--- config.mk ---
export PLATFORM = sky130hd
export DESIGN_NAME = snake_line_renderer
export DESIGN_NICKNAME = d
export VERILOG_FILES = /design/src/rtl/snake_line_renderer.sv
export SDC_FILE = /design/constraint.sdc
export NUM_CORES = 1
export LEC_CHECK = 0
export CAP_MARGIN = 15
export CORE_MARGIN = 10
export CORE_UTILIZATION = 56
export DETAILED_ROUTE_END_ITERATION = 7
export PLACE_DENSITY = 0.9
export SLEW_MARGIN = 20
export SYNTH_ARGS = -nofsm -noshare
export SYNTH_HDL_FRONTEND = slang
export SYNTH_SLANG_ARGS = --single-unit
--- constraint.sdc ---
create_clock -name clk -period 2.58 [get_ports clk]
set_input_delay 0.516 -clock clk [delete_from_list [all_inputs] [get_ports clk]]
set_output_delay 0.516 -clock clk [all_outputs]
set_load 0.02 [all_outputs]
--- src/rtl/snake_line_renderer.sv ---
`default_nettype none
// ============================================================================
//  Module      : snake_line_renderer
//  Description : Scanline renderer for the snake game. During horizontal
//                blanking an FSM walks the segment RAM one entry per cycle
//                and builds a row-occupancy bitmap (plus head column) for
//                the next line. The bitmap is double-buffered and swapped in
//                at hCount==0; during active video it drives a registered
//                12-bit rgb with head/body/fruit/background colours.
//  Ports       : clk          pixel clock, one hCount step per cycle
//                rst          asynchronous active-low reset
//                bright       active-video flag
//                hCount       current pixel column
//                vCount       current line
//                snake_length live segment count (0 = no snake)
//                fruit_x/y    fruit cell coordinates
//                seg_rd_addr  segment RAM read address (entry 0 = head)
//                seg_rd_data  {y,x} of addressed segment, 1 cycle after addr
//                rgb          registered pixel colour
//                scan_busy    FSM in CLEAR/SCAN/DRAIN
//                overrun      sticky: scan unfinished at line swap
//  Revision    : 1.0 - initial release
// ============================================================================
module snake_line_renderer #(
  parameter int          MAX_SEG     = 128,
  parameter int          SEG_AW      = 7,
  parameter int          COORD_W     = 6,
  parameter int          CELL_LOG2   = 4,
  parameter int          GRID_W      = 40,
  parameter int          H_ACTIVE    = 640,
  parameter int          V_TOTAL     = 525,
  parameter logic [11:0] COLOR_HEAD  = 12'h0FF,
  parameter logic [11:0] COLOR_BODY  = 12'h00F,
  parameter logic [11:0] COLOR_FRUIT = 12'hF00,
  parameter logic [11:0] COLOR_BG    = 12'h0F0
) (
  input  logic                   clk,
  input  logic                   rst,
  input  logic                   bright,
  input  logic [9:0]             hCount,
  input  logic [9:0]             vCount,
  input  logic [SEG_AW:0]        snake_length,
  input  logic [COORD_W-1:0]     fruit_x,
  input  logic [COORD_W-1:0]     fruit_y,
  output logic [SEG_AW-1:0]      seg_rd_addr,
  input  logic [2*COORD_W-1:0]   seg_rd_data,
  output logic [11:0]            rgb,
  output logic                   scan_busy,
  output logic                   overrun
);

  localparam logic [SEG_AW:0]  c_max_seg  = (SEG_AW+1)'(MAX_SEG);
  localparam logic [SEG_AW:0]  c_len_one  = (SEG_AW+1)'(1);
  localparam logic [COORD_W:0] c_grid_w_x = (COORD_W+1)'(GRID_W);
  localparam logic [9:0]       c_grid_w   = 10'(GRID_W);
  localparam logic [9:0]       c_h_active = 10'(H_ACTIVE);
  localparam logic [9:0]       c_v_last   = 10'(V_TOTAL - 1);

  typedef enum logic [1:0] {
    S_IDLE  = 2'd0,
    S_CLEAR = 2'd1,
    S_SCAN  = 2'd2,
    S_DRAIN = 2'd3
  } state_t;

  state_t              r_state;
  logic [SEG_AW-1:0]   r_addr;
  logic [SEG_AW:0]     r_len;
  logic [COORD_W-1:0]  r_row;
  logic                r_drain;
  logic                r_p1_v;
  logic                r_p1_head;
  logic                r_p2_v;
  logic                r_p2_head;
  logic [2*COORD_W-1:0] r_data;
  logic [GRID_W-1:0]   r_build_bmp;
  logic [COORD_W-1:0]  r_build_head_x;
  logic                r_build_head_v;
  logic [GRID_W-1:0]   r_disp_bmp;
  logic [COORD_W-1:0]  r_disp_head_x;
  logic                r_disp_head_v;
  logic                r_scan_busy;
  logic                r_overrun;
  logic [11:0]         r_rgb;

  logic                w_trigger;
  logic                w_swap;
  logic [9:0]          w_next_line;
  logic [9:0]          w_next_shift;
  logic [COORD_W-1:0]  w_target_row;
  logic [SEG_AW:0]     w_len_clamped;
  logic [COORD_W-1:0]  w_data_x;
  logic [COORD_W-1:0]  w_data_y;
  logic                w_hit;
  logic [9:0]          w_col;
  logic [9:0]          w_row;
  logic [11:0]         w_pix;

  assign w_trigger     = (hCount == c_h_active);
  assign w_swap        = (hCount == 10'd0);
  assign w_next_line   = (vCount == c_v_last) ? 10'd0 : vCount + 10'd1;
  assign w_next_shift  = w_next_line >> CELL_LOG2;
  assign w_target_row  = w_next_shift[COORD_W-1:0];
  assign w_len_clamped = (snake_length > c_max_seg) ? c_max_seg : snake_length;

  assign w_data_x = r_data[COORD_W-1:0];
  assign w_data_y = r_data[2*COORD_W-1:COORD_W];
  assign w_hit    = (w_data_y == r_row) && ({1'b0, w_data_x} < c_grid_w_x);

  // Read data is registered (r_data) before the compare, so a word is
  // consumed two cycles after its address; DRAIN therefore spans two cycles
  // and a scan occupies len+3 cycles in total.
  always_ff @(posedge clk or negedge rst) begin
    if (!rst) begin
      r_state        <= S_IDLE;
      r_addr         <= '0;
      r_len          <= '0;
      r_row          <= '0;
      r_drain        <= 1'b0;
      r_p1_v         <= 1'b0;
      r_p1_head      <= 1'b0;
      r_p2_v         <= 1'b0;
      r_p2_head      <= 1'b0;
      r_data         <= '0;
      r_build_bmp    <= '0;
      r_build_head_x <= '0;
      r_build_head_v <= 1'b0;
      r_disp_bmp     <= '0;
      r_disp_head_x  <= '0;
      r_disp_head_v  <= 1'b0;
      r_scan_busy    <= 1'b0;
      r_overrun      <= 1'b0;
    end else begin
      r_p1_v    <= 1'b0;
      r_p2_v    <= r_p1_v;
      r_p2_head <= r_p1_head;
      r_data    <= seg_rd_data;

      // Entry 0 loads the head register instead of a body bit.
      if (r_p2_v && w_hit) begin
        if (r_p2_head) begin
          r_build_head_x <= w_data_x;
          r_build_head_v <= 1'b1;
        end else begin
          r_build_bmp[w_data_x] <= 1'b1;
        end
      end

      if (w_swap) begin
        // Line swap always happens; an unfinished scan is abandoned and
        // whatever it built so far is shown.
        r_disp_bmp    <= r_build_bmp;
        r_disp_head_x <= r_build_head_x;
        r_disp_head_v <= r_build_head_v;
        if (r_state != S_IDLE) begin
          r_overrun   <= 1'b1;
          r_state     <= S_IDLE;
          r_scan_busy <= 1'b0;
          r_p2_v      <= 1'b0;
        end
      end else begin
        case (r_state)
          S_IDLE: begin
            if (w_trigger) begin
              r_state     <= S_CLEAR;
              r_scan_busy <= 1'b1;
            end
          end
          S_CLEAR: begin
            r_build_bmp    <= '0;
            r_build_head_x <= '0;
            r_build_head_v <= 1'b0;
            r_len          <= w_len_clamped;
            r_row          <= w_target_row;
            r_addr         <= '0;
            r_drain        <= 1'b0;
            r_state        <= (w_len_clamped != '0) ? S_SCAN : S_DRAIN;
          end
          S_SCAN: begin
            r_p1_v    <= 1'b1;
            r_p1_head <= (r_addr == '0);
            if ({1'b0, r_addr} == r_len - c_len_one) begin
              r_state <= S_DRAIN;
            end else begin
              r_addr <= r_addr + 1'b1;
            end
          end
          S_DRAIN: begin
            if (r_drain) begin
              r_state     <= S_IDLE;
              r_scan_busy <= 1'b0;
            end else begin
              r_drain <= 1'b1;
            end
          end
          default: begin
            r_state     <= S_IDLE;
            r_scan_busy <= 1'b0;
          end
        endcase
      end
    end
  end

  // Pixel path: one cycle from hCount/vCount/bright to rgb.
  assign w_col = hCount >> CELL_LOG2;
  assign w_row = vCount >> CELL_LOG2;

  always_comb begin
    w_pix = COLOR_BG;
    if (!bright) begin
      w_pix = 12'h000;
    end else if (w_col >= c_grid_w) begin
      w_pix = COLOR_BG;
    end else if (r_disp_head_v &&
                 (w_col == {{(10-COORD_W){1'b0}}, r_disp_head_x})) begin
      w_pix = COLOR_HEAD;
    end else if (r_disp_bmp[w_col[COORD_W-1:0]]) begin
      w_pix = COLOR_BODY;
    end else if ((w_col == {{(10-COORD_W){1'b0}}, fruit_x}) &&
                 (w_row == {{(10-COORD_W){1'b0}}, fruit_y})) begin
      w_pix = COLOR_FRUIT;
    end
  end

  always_ff @(posedge clk or negedge rst) begin
    if (!rst) begin
      r_rgb <= 12'h000;
    end else begin
      r_rgb <= w_pix;
    end
  end

  assign seg_rd_addr = r_addr;
  assign rgb         = r_rgb;
  assign scan_busy   = r_scan_busy;
  assign overrun     = r_overrun;

endmodule
`default_nettype wire

# Word-level counts from Yosys, hierarchy flattened
# Index checks and enable logic that the tools add are counted.
[word_totals] inputBits=55 out_inout_bits=21 regBits=148 word_cells=107
[op_classes] n_eq_ne=15 n_reduce_logical=20 add_sub_neg=3 order_cmp=6 mux=42 bitwise_logic=2
[op_table] op="$mux W40" count=4
[op_table] op="$mux W12" count=5
[op_table] op="$or A40 B40 Y40" count=1
[op_table] op="$eq A6 B6 Y1" count=4
[op_table] op="$mux W6" count=4
[op_table] op="$eq A10 B10 Y1 const B" count=2
[op_table] op="$mux W1" count=15
[op_table] op="$lt A6 B7 Y1 const B" count=2
[op_table] op="$pmux W7 S2" count=1
[op_table] op="$add A10 B1 Y10 const B" count=1
[op_table] op="$logic_not A10 Y1" count=1
[op_table] op="$mux W10" count=1
[op_table] op="$mux W2" count=5
[op_table] op="$ne A3 B3 Y1 const B" count=3
[op_table] op="$eq A7 B8 Y1" count=1
[op_table] op="$gt A8 B8 Y1 const B" count=1
[op_table] op="$mux W8" count=1
[op_table] op="$pmux W2 S4" count=1
[op_table] op="$reduce_and A2 Y1" count=4
[op_table] op="$reduce_and A4 Y1" count=2
[op_table] op="$reduce_bool A8 Y1" count=1
[op_table] op="$sub A8 B1 Y8 const B" count=1
[op_table] op="$add A7 B1 Y7 const B" count=1
[op_table] op="$logic_not A7 Y1" count=1
[op_table] op="other kinds (17)" count=25

# Longest topological paths before layout
# Gate-level depths: netlist (run 1).
[depth] ltp_word=9 ltp_mapped=8 depth_no_buf=8

# Worst setup path before layout (run 1)
# No wires, ideal clock.
[synth_timing] kind="input to register" start="in hCount[7]" end="reg r_rgb[10], in the netlist rgb[10]" setup_time_ns=0.120 cell_stages=7 required_ns=2.460 arrival_time_ns=2.061 path_slack_ns=0.398 path_buffers=1 cell_sequence="clkbuf_1 -> inv_1 -> mux2i_1 -> or4b_2 -> o21ai_0 -> nor3_2 -> and4_1"
[synth_via] elab_chain_len=7 word_cells_on_any_way=12 classes_between="order compare (1); eq/ne (2); mux (7); reduce/logical (2)"
[synth_rtl] item="from (decl)" line_no="40" text="input logic [9:0] hCount,"
[synth_rtl] item="parallel branches: the longest is 5 deep, another holds $mux W12"
[synth_rtl] item="$mux W12 (*)" line_no="213" text="end else if (w_col >= c_grid_w) begin"
[synth_rtl] item="$mux W12 (*)" line_no="211" text="if (!bright) begin"
[synth_rtl] item="via w_pix[10]" line_no="97" text="logic [11:0] w_pix;"
[synth_rtl] item="to (signal assigned)" line_no="230" text="r_rgb <= w_pix;"
[synth_rtl] item="to (decl)" line_no="84" text="logic [11:0] r_rgb;"
# Mark *: on every way through the listed nets, which the timed path passes. The select of a mux whose other input is x is not followed.
# A chain may end at the register's enable or synchronous reset.

# Worst setup path after layout (run 1)
[layout_timing] start="in hCount[4]" end="reg r_rgb[10], in the netlist rgb[10]"
# Same word-level chain as after synthesis.

==> impl_results.md, run 1 <==
- Die W: 128 um
- Synthesized flop and latch total: 139
- Routability cong.: 0.954
- Mux cell area share after synthesis: 0.138
- 1st-iter DRT viols: 432
- HP Class: input pin to asynchronous set/reset pin
- Power density over cell area: 808 nW/um2
- First-pass GRT wire length: 26,600 um
- CP required: 2920 ps
- Critical Setup Path Class: input pin to flop
- Row cnt: 39
- Inserted Clock Buffers: 17
- Vias per cell: 6.08
- Root Buffer Master: clkbuf_16
- Final Hold Fails: 0
- Syn Inst Count: 576
- Lkg Pwr: 0.00376 uW
- Post-DRT Antenna Nets: 0
- Initial Util: 0.571
- Commonest non-fill, non-tap cells in the layout: 139 x dfrtp_1, 74 x clkdlybuf4s50_1, 61 x nor2_1, 47 x mux2_2, 45 x a21oi_1
- Post-synth EDFFs: 0
- Clock skew: 6.18 ps
- Syn nets: 639
- Port-buffer cells: 75
- # nets final: 723
- Slowest cell on crit path: mux4_1
- Final WL: 16,500 um
- Ys async rst share: 1.00
- DP Cell Count: 784
- Die height: 128 um
- Synth Area in Compound Gates: 0.0807
- XOR/XNOR Fraction of Synth Area: 0.0524
- Post-Synthesis Cell Area: 6520 um2
- Status: complete, no violations
- Max Cap Violations: 0
- HPWL after DPL: 11,500 um
- Critical Path Source Type: input pin
- Num Clock Sinks: 139
- Adder-Cell Fraction of Synth Area: 0.0153
- Synth-to-Final Area Change: 24.1%
- Tmin final: 2410 ps
- Vias: 4,947
- Final Non-Filler Cells: 814
- DR pass1 iterations: 6
- Initial antenna violation count: 0
- Crit path cell chain: clkdlybuf4s50_1, buf_12, mux4_1, mux2_4, a211o_1, nor3_2, and4_1
- CTS tree: built
- Commonest non-fill, non-tap cell in the layout: dfrtp_1
- Relative slew slack: 0.441
- # IOs: 76
- Setup bufs post-CTS: 0
- Seq/Total Area, Yosys: 0.533
- Clk buf depth: 2
- Period utilization: 0.933
- Die ar.: 16,400 um2
- Synth cell types: 53
- Worst skew pair latency: 410 ps
- WP data arrival: 2750 ps
- Combinational family with the most area after synthesis: simple AND/OR/NAND/NOR gates
- DRC: 0
- Htree depth: 4
- Worst slack at placement: -203 ps
- Peak VDD IR: 0.000791 V
- Core box area: 11,400 um2
- CTS Hold Bufs: 0
- Simple-gate area share of the yosys netlist: 0.141
- Critical Path End Type: flop
- Tightest Pin Transition: 837 ps
- Vias in the first global route: 5,095
- Largest net degree at the start of global routing: 60
- Total GRT Usage: 0.205
- Grt total ovfl: 0
- Final-report max-slew violation count: 0
- Number of fill cells: 738
- Fmax achieved: 416 MHz
- Critical path's largest stage delay: 550 ps
- Total power: 6540 uW
- Average cell area after synthesis: 11.3 um2
- N_diodes: 0
- # setup viols final: 0
- Layout cells sized above 1: 0.179
- CTS resizes: 0
- Drt wl/cell: 20.2 um
- RSZ-0062 raised after global routing: false
- Critical path peak fanout: 11
- Final worst slack: 174 ps
- Clk slew on worst S/H paths: 60 ps
- Syn. warnings: 0
- Main synth FF type: dfrtp_1
## registers in the layout, indices dropped and copies added, names as in the netlist, 6 cells and up
name	cells
r_build_bmp	40
r_build_head_x	6
r_data	12
r_disp_bmp	40
r_disp_head_x	6
r_len	8
r_row	6
seg_rd_addr	7
## report_power, final
part           switching (uW)  internal [uW]  leakage [uW]
Sequential                221           2390       0.00188
Combinational             949            713       0.00162
Clock                     900           1370      0.000268
## synthesized netlist by cell type (3+ instances only)
cell type | count | share of area
nand2_1 | 32 | 0.018
mux2_2 | 47 | 0.081
nor3b_1 | 3 | 0.0035
buf_2 | 4 | 0.0031
nor2b_1 | 6 | 0.0058
nand3b_1 | 10 | 0.012
a31oi_1 | 7 | 0.0067
nor4_1 | 8 | 0.0077
nand4_1 | 13 | 0.012
dfrtp_1 | 139 | 0.53
clkbuf_1 | 18 | 0.010
xor2_1 | 10 | 0.013
o211ai_1 | 3 | 0.0035
nor2_1 | 61 | 0.035
nand3_1 | 7 | 0.0054
buf_1 | 8 | 0.0046
mux4_1 | 9 | 0.036
and3_1 | 3 | 0.0029
a22o_1 | 3 | 0.0040
nor3_1 | 12 | 0.0092
xnor2_1 | 29 | 0.039
ha_1 | 8 | 0.015
o21ai_0 | 18 | 0.014
buf_4 | 9 | 0.010
inv_1 | 15 | 0.0086
mux2i_1 | 10 | 0.015
a21oi_1 | 45 | 0.035
a41o_1 | 3 | 0.0046
## final cells by class
cell class	instances	area (um2)	share of cell area
flip-flops and latches	139	3480	0.430
multi-input cells	382	2800	0.346
repair buffers	105	1030	0.127
clock buffers	20	457	0.0564
well taps	143	179	0.0221
clock inverters	10	95.1	0.0117
inverters	15	56.3	0.00696
## kinds of logic after synthesis
family	count (synthesis)
and+or+nand+nor	177
DFF	139
AOI/OAI and AO/OA	90
muxes	68
buffers and inverters	55
xor gates and xnor gates	39
adders and majority gates	8
## routing by layer
metal / wire (um) / track usage
met5: 0 / 0
met4: 352 / 0.0715
met3: 1060 / 0.0608
met2: 8440 / 0.347
met1: 6600 / 0.242
## worst max-delay path, delay by kind of cell
kind,cells,cell delay (ps)
multiplexers,2,830
AO/OA/AOI/OAI,1,310
buffers and inverters,2,660
AND/OR/NAND/NOR,2,440
## path summary, 6_finish.rpt
kind	startpoint	endpoint	slack, ps	cells past startpoint
max in group asynchronous	rst	r_build_bmp[34]	1820	2
max	hCount[4]	rgb[10]	170	7
max reg2reg	r_len[0]	r_state[1]	190	8
min reg2reg	r_p1_head	r_p2_head	440	0
min	rst	r_row[2]	60	1
min in group clk	r_p1_head	r_p2_head	440	0
## metrics by stage
step / instance area (um2) / hold WS (ps) / util / TNS (ps)
2_1_floorplan: 6520 / 220 / - / 0
3_3_place_gp: 7540 / 393 / 0.660 / -668
3_5_place_dp: 7540 / 391 / 0.660 / -3260
4_1_cts: 8090 / 87.1 / 0.709 / 0
5_1_grt: 8090 / 104 / 0.709 / 0
6_report: 8090 / 64.6 / 0.709 / 0
Power figures use the tool's default switching activity.
==> inputs of run 2 (changes only) <==
CTS_CLUSTER_SIZE = 28   (was not set)
==> results of run 2 <==
Same layout as run 1: the final DEF is identical, and so are final timing and power.
